==> config.mk <==
export PLATFORM = sky130hd
export DESIGN_NAME = baud_gen
export DESIGN_NICKNAME = d
export VERILOG_FILES = /design/src/rtl/uart_pkg.sv /design/src/rtl/baud_modcnt.sv /design/src/rtl/baud_gen.sv
export SDC_FILE = /design/constraint.sdc
export NUM_CORES = 1
export LEC_CHECK = 0
export CORE_UTILIZATION = 40
export CTS_CLUSTER_DIAMETER = 60
export DETAILED_ROUTE_END_ITERATION = 10
export MAX_ROUTING_LAYER = met4
export PLACE_DENSITY_LB_ADDON = 0.08
export SYNTH_ARGS = -nofsm -noshare
export SYNTH_HDL_FRONTEND = slang
export SYNTH_SLANG_ARGS = --single-unit
==> constraint.sdc <==
create_clock -name clk_cpu -period 9.4 [get_ports clk_cpu]
set_input_delay 1.41 -clock clk_cpu [delete_from_list [all_inputs] [get_ports clk_cpu]]
set_output_delay 1.41 -clock clk_cpu [all_outputs]
set_load 0.01 [all_outputs]
==> src/rtl/uart_pkg.sv <==
// Shared UART constants: default baud generator parameters and a width helper.
package uart_pkg;

  localparam int UART_DIV_W      = 16;
  localparam int UART_OVERSAMPLE = 16;
  localparam int UART_DIV_RESET  = 0;

  // Width of a counter holding 0..os-1 when os is a power of two.
  function automatic int os_cnt_w(input int os);
    return $clog2(os);
  endfunction

endpackage

==> src/rtl/baud_modcnt.sv <==
// Modulo counter with synchronous clear, count enable, run-time modulus and a
// registered wrap pulse that is high for the cycle after each wrap edge.
module baud_modcnt #(
  parameter int W = 8
) (
  input  logic         clk,
  input  logic         rst_n,
  input  logic         clr,
  input  logic         inc,
  input  logic [W-1:0] modulus,
  output logic [W-1:0] cnt,
  output logic         wrap_now,
  output logic         wrap_q
);

  logic [W-1:0] cnt_q;
  logic [W-1:0] cnt_d;
  logic         wrap_d;

  always_comb begin
    wrap_d = inc && !clr && (cnt_q == modulus - W'(1));
    cnt_d  = cnt_q;
    if (clr || wrap_d) begin
      cnt_d = '0;
    end else if (inc) begin
      cnt_d = cnt_q + W'(1);
    end
  end

  always_ff @(posedge clk or negedge rst_n) begin
    if (!rst_n) begin
      cnt_q  <= '0;
      wrap_q <= 1'b0;
    end else begin
      cnt_q  <= cnt_d;
      wrap_q <= wrap_d;
    end
  end

  assign cnt      = cnt_q;
  assign wrap_now = wrap_d;

endmodule

==> src/rtl/baud_gen.sv <==
// UART baud generator: divisor prescaler feeding an oversample counter, with
// divisor changes deferred to a prescaler wrap so no period is ever shortened.
module baud_gen
  import uart_pkg::*;
#(
  parameter int DIV_W      = UART_DIV_W,
  parameter int OVERSAMPLE = UART_OVERSAMPLE,
  parameter int DIV_RESET  = UART_DIV_RESET
) (
  input  logic             clk_cpu,
  input  logic             rst,
  input  logic             en,
  input  logic [DIV_W-1:0] div_in,
  input  logic             div_wr,
  output logic             os_tick,
  output logic             baud_tick,
  output logic             baud_clock,
  output logic             div_zero
);

  localparam int OS_W = os_cnt_w(OVERSAMPLE);
  // One spare bit so the modulus value OVERSAMPLE itself is representable.
  localparam logic [OS_W:0] OS_MOD  = (OS_W+1)'(OVERSAMPLE);
  localparam logic [OS_W:0] OS_HALF = (OS_W+1)'(OVERSAMPLE / 2);

  logic [DIV_W-1:0] div_pend_q, div_pend_d;
  logic [DIV_W-1:0] div_act_q, div_act_d;
  logic             div_zero_q, div_zero_d;
  logic             baud_clock_q, baud_clock_d;
  logic             running;
  logic [DIV_W-1:0] pre_cnt;
  logic             pre_wrap;
  logic [OS_W:0]    os_cnt;
  logic [OS_W:0]    os_cnt_nxt;
  logic             os_wrap;
  logic             unused_pre;

  assign running    = en && (div_act_q != '0);
  assign unused_pre = ^pre_cnt;

  baud_modcnt #(.W(DIV_W)) u_pre (
    .clk      (clk_cpu),
    .rst_n    (rst),
    .clr      (!running),
    .inc      (running),
    .modulus  (div_act_q),
    .cnt      (pre_cnt),
    .wrap_now (pre_wrap),
    .wrap_q   (os_tick)
  );

  baud_modcnt #(.W(OS_W + 1)) u_os (
    .clk      (clk_cpu),
    .rst_n    (rst),
    .clr      (!running),
    .inc      (pre_wrap),
    .modulus  (OS_MOD),
    .cnt      (os_cnt),
    .wrap_now (os_wrap),
    .wrap_q   (baud_tick)
  );

  always_comb begin
    os_cnt_nxt   = os_wrap ? '0 : os_cnt + (OS_W+1)'(1);
    div_pend_d   = div_wr ? div_in : div_pend_q;
    div_act_d    = div_act_q;
    baud_clock_d = baud_clock_q;
    if (!running) begin
      div_act_d    = div_pend_q;
      baud_clock_d = 1'b1;
    end else if (pre_wrap) begin
      // A write landing on the wrap edge bypasses div_pend and governs the next period.
      div_act_d    = div_wr ? div_in : div_pend_q;
      baud_clock_d = (os_cnt_nxt < OS_HALF);
    end
    div_zero_d = (div_act_d == '0);
  end

  always_ff @(posedge clk_cpu or negedge rst) begin
    if (!rst) begin
      div_pend_q   <= DIV_W'(DIV_RESET);
      div_act_q    <= DIV_W'(DIV_RESET);
      div_zero_q   <= (DIV_RESET == 0);
      baud_clock_q <= 1'b1;
    end else begin
      div_pend_q   <= div_pend_d;
      div_act_q    <= div_act_d;
      div_zero_q   <= div_zero_d;
      baud_clock_q <= baud_clock_d;
    end
  end

  assign baud_clock = baud_clock_q;
  assign div_zero   = div_zero_q;

endmodule

### After elaboration in Yosys (flattened, before gate mapping)

Index checks and enable logic that the tools add are counted.

* $lt $le $gt $ge: 1
* mux-type cells: 10
* reductions and logical operators: 11
* equality and inequality tests: 3
* add/subtract/negate cells: 3

Operators by type and width (number)
* $mux 16: 5
* $add 16x1->16 const B: 1
* $eq 16x16->1: 1
* $logic_not 16->1: 1
* $reduce_bool 16->1: 1
* $sub 16x1->16 const B: 1
* $mux 5: 3
* $add 5x1->5 const B: 1
* $eq 5x4->1 const B: 1
* $lt 5x4->1 const B: 1
* $logic_and 1x1->1: 4
* $reduce_bool 2->1: 2
* $logic_or 1x1->1: 2
* $mux 1: 2
* $ne 2x1->1 const B: 1
* $logic_not 1->1: 1

* flip-flop bits (word level): 57
* bits of input ports: 20
* output and inout bits: 4
* logic and storage cells: 36

### Logic depth before layout (Yosys ltp)

* depth after elaboration: 9
* mapped depth: 13

### Modules after synthesis

Synthesis repeated with hierarchy kept, for this count alone.

* cells, all modules: 329
* area, all modules: 3373.2 µm²

Modules (own cells, without submodules)
* baud_gen: cells each 133, area each 1579.0 µm², seq. area each 853.3 µm², times used 1
* baud_modcnt (u_pre): cells each 155, area each 1386.3 µm², seq. area each 425.4 µm², times used 1
* baud_modcnt (u_os): cells each 41, area each 407.9 µm², seq. area each 150.1 µm², times used 1

### Worst setup path after synthesis

Ideal clock, no wire load.

* path kind: register -> register
* from: register div_act_q[0]
* to: register div_zero_q, in the netlist div_zero
* cell stages (with the launch flop): 13
* setup slack: 6.036 ns
* clock period less this slack: 3.364 ns
* data required time: 9.310 ns
* library setup time: 0.090 ns
* data arrival time: 3.274 ns
* buffers on the path: 1
* cells stage by stage: dfrtp_1 > inv_1 > ha_1 > nor3b_1 > nand2_1 > nor3_1 > xnor2_1 > o211ai_2 > or2_1 > buf_6 > o221a_1 > or4_1 > nor4_2

* word-level cells in the longest chain between the ends: 6
* elaborated cells on any way between the ends: 8

Ends and longest elaborated chain
* start, declared: RTL line baud_gen.sv:27 `logic [DIV_W-1:0] div_act_q, div_act_d;`
* start signal, assigned: RTL line baud_gen.sv:82 `div_act_q <= DIV_W'(DIV_RESET);`
* start signal, assigned: RTL line baud_gen.sv:87 `div_act_q <= div_act_d;`
* $sub 16x1->16 or $reduce_bool 16->1 (tied branches): RTL line baud_modcnt.sv:21, baud_gen.sv:38
* $eq 16x16->1 or $logic_and 1x1->1 (tied branches): RTL line baud_modcnt.sv:21, baud_gen.sv:38
* $logic_and 1x1->1: RTL line baud_modcnt.sv:21 `wrap_d = inc && !clr && (cnt_q == modulus - W'(1));`
* $mux 16: RTL line baud_gen.sv:71 `end else if (pre_wrap) begin`
* $mux 16 *: RTL line baud_gen.sv:68 `if (!running) begin`
* net div_act_d[5]: RTL line baud_gen.sv:27
* $logic_not 16->1 *: RTL line baud_gen.sv:76 `div_zero_d = (div_act_d == '0);`
* net div_zero_d: RTL line baud_gen.sv:28 `logic div_zero_q, div_zero_d;`
* end signal, assigned: RTL line baud_gen.sv:83 `div_zero_q <= (DIV_RESET == 0);`
* end signal, assigned: RTL line baud_gen.sv:88 `div_zero_q <= div_zero_d;`
* end, declared: RTL line baud_gen.sv:28

Mark *: on every way through the listed nets, which the timed path passes. The rest lies on a longest branch.
A chain may end at the register's enable or synchronous reset.

### Worst setup path after layout

Same ends and word-level chain as after synthesis.

==> impl_metrics.json <==
{
  "status": "finished clean",
  "worst_ep_required_time_ns": 9.64,
  "die_width_microns": 91.94,
  "gp_congestion": 0.8290,
  "path_clk_slew_ns": 0.07,
  "synth_enable_flop_cells": 0,
  "power_frac_seq": 0.478,
  "crit_path_end_kind": "flip-flop",
  "cts_setup_buffers": 0,
  "rows": 32,
  "netlist-cell-type-count": 49,
  "drtIter0Drc": 75,
  "synth_top_family_by_area": "simple AND/OR/NAND/NOR gates",
  "cts_hold_buffers": 0,
  "yosys.area_share.simple": 0.2026,
  "grt_first_pass_wirelength_microns": 12530,
  "r2r_slack_ns": 5.14,
  "hold_viol_final": 0,
  "dieArea_sq_um": 8453,
  "power_uw": 591.1,
  "vias_per_cell": 5.363,
  "clk_path_buf_depth": 2,
  "synth-adder-area-share": 0.01933,
  "synth_compound_area_frac": 0.1524,
  "rsz0062_at_grt": "false",
  "synthArstFlopShare": 1.000,
  "grt_pass1_vias": 2372,
  "wl_microns": 7310,
  "wl_per_cell_microns": 16.28,
  "ir_drop_v": 0.00008129,
  "diodes": 0,
  "max_stage_delay_ns": 0.67,
  "fin_util": 0.4820,
  "hp-class": "reg -> reg",
  "muxShareOfSynthArea": 0.05568,
  "layout_commonest_cell": "dfrtp_1",
  "synth_xor_area_frac": 0.09745,
  "period_share": 0.4534,
  "grt_usage": 0.1997,
  "clkLatencyLatePin_ns": 0.34,
  "drcViolationCount": 0,
  "post-dp-hpwl_microns": 5322,
  "tns_ns": 0,
  "placed_cells_incl_taps": 434,
  "start_util": 0.4166,
  "drive_gt1_frac": 0.1671,
  "p_comb_frac": 0.137,
  "fin_crit_ns": 4.262,
  "worstPathCellList": "inv_1 -> ha_1 -> nor3b_1 -> nand2_1 -> nor3_1 -> xnor2_1 -> o211ai_2 -> or2_1 -> o221a_2 -> or4_1 -> nor4_2",
  "final_cell_mix": "55 x dfrtp_1, 39 x nor2_1, 25 x xor2_1",
  "final_nets": 368,
  "dpl_cell_area_sq_um": 3550,
  "fmax_ghz": 0.2346,
  "vias": 2408,
  "swShare": 0.2745,
  "io_pins": 24,
  "yosysWarnings": 0,
  "ys_seq_area_frac": 0.4416,
  "start_kind": "flip-flop",
  "finalMaxSlewViolations": 0,
  "setup-violations-final": 0,
  "grt_max_degree": 58,
  "power-per-cell-area_nw_per_um2": 157.9,
  "avgSynthCellArea_sq_um": 10.11,
  "cts_tree": "built",
  "worst_slew_pin_slew_ns": 0.7905,
  "cts_max_level": 3,
  "relSlewSlack": 0.4719,
  "die_h_microns": 91.94,
  "wl_met2_microns": 3259,
  "synth_area_sq_um": 3236,
  "cts_root_buf": "clkbuf_8",
  "static-leakage-power_uw": 0.001487,
  "crit_fanout": 20,
  "grt-ovfl-total": 0,
  "core-area_sq_um": 7767,
  "grt_antenna_before_repair": 0,
  "ys.flop_type": "dfrtp_1",
  "cts_made_buffers": 9,
  "syn_nets": 345,
  "wl_met3_microns": 225,
  "ctsResizeCount": 0,
  "clock-sinks": 57,
  "p_switching_uw": 162.3,
  "maxCapViolCount": 0,
  "ys_ff_latch": 57,
  "syn2layout_area_growth_pct": 15.70,
  "wl_met1_microns": 3777,
  "fin_area_sq_um": 3744,
  "skew_ns": 0.01123,
  "p_int_uw": 428.9,
  "ant_nets": 0,
  "setup.worst_path.class": "reg -> reg",
  "port_buffers": 23,
  "finalNonFillerCells": 449,
  "netlist_instances": 320,
  "top_layer_used": "met4",
  "drt-pass1-iter-count": 4,
  "critPathArrivalTime_ns": 4.51,
  "p_clk_frac": 0.385,
  "cpMaxStageDelayCell": "nor3b_1"
}
[critical path, delay by kind of cell, from the launching register on]
kind | cells | cell delay [ns]
AND/OR/NAND/NOR | 6 | 2.51
flip-flops | 1 | 0.44
buffers and inverters | 1 | 0.12
adder cells (fa/ha/maj) | 1 | 0.21
AO/OA/AOI/OAI | 2 | 0.69
XOR/XNOR | 1 | 0.19
[layout make-up]
class | count | area [sq um]
clock buffers | 10 | 137.6
clock inverters | 5 | 56.30
fillers | 738 | 4024
inverters | 11 | 41.29
multi-input cells | 239 | 1712
flip-flops and latches | 57 | 1429
well taps | 102 | 127.6
repair buffers | 25 | 240.2
[routing by layer]
layer | vias up | track usage
li1 | 1208 | -
met1 | 1148 | 0.2709
met2 | 44 | 0.2979
met3 | 8 | 0.04726
met4 | 0 | 0.05859
met5 | - | -
[state kept, by name (all words and copies together) (netlist names)]
register / flops
u_os.wrap_q: 1
div_pend_q: 16
u_pre.wrap_q: 1
u_os.cnt: 5
u_pre.cnt: 16
div_act_q: 16
baud_clock: 1
div_zero: 1
[cell families after synthesis]
family / count (synthesis)
AO/OA/AOI/OAI: 61
adder cells (fa/ha/maj): 5
buffers and inverters: 24
AND/OR/NAND/NOR: 121
multiplexers: 16
XOR/XNOR: 36
flip-flops: 57
[cell usage after synthesis (all sizes together), types with 3 or more instances]
master	number	area (sq um)
and3	8	50.05
nor3	7	35.03
inv	11	41.29
xnor2	11	96.34
a21oi	4	20.02
mux2	16	180.2
nand4	3	18.77
xor2	25	219.0
or3	16	100.1
nor3b	3	22.52
o21ai	15	75.07
nand2	12	45.04
ha	5	62.56
nor4	3	55.05
a31oi	3	18.77
o221a	14	157.7
nand3	14	70.07
o211ai	8	65.06
nor2	39	146.4
and2	4	25.02
buf	3	21.27
dfrtp	55	1376
nand2b	3	18.77
or2	3	18.77
clkbuf	10	37.54
[power by group through the flow]
stage | Sequential, uW | Combinational (uW) | Clock, uW
after floorplan | 280 | 55.1 | 0
after global placement | 287 | 81.1 | 0
after detailed placement | 287 | 81.2 | 0
after CTS | 282 | 81.7 | 234
after global routing | 285 | 91.1 | 244
final | 282 | 81.2 | 228
[metrics by stage]
stage                     worst slack (ns)  hold slack, ns
after detailed placement             4.916          0.4955
after global placement               4.978          0.4915
final                                5.138          0.5080
after global routing                 4.723          0.5270
after floorplan                      6.036          0.4729
after CTS                            5.134          0.5122
[final timing paths]
check,start,to,depth (start not counted)
worst max register to register,div_act_q[0],div_zero,11
min in group asynchronous,rst,u_pre.cnt[11],2
max in group asynchronous,rst,div_act_q[12],2
worst min register to register,div_pend_q[9],div_pend_q[9],1
worst min-delay path,div_pend_q[9],div_pend_q[9],1
worst max-delay path,div_act_q[0],div_zero,11
(Power assumes the default switching activity.)
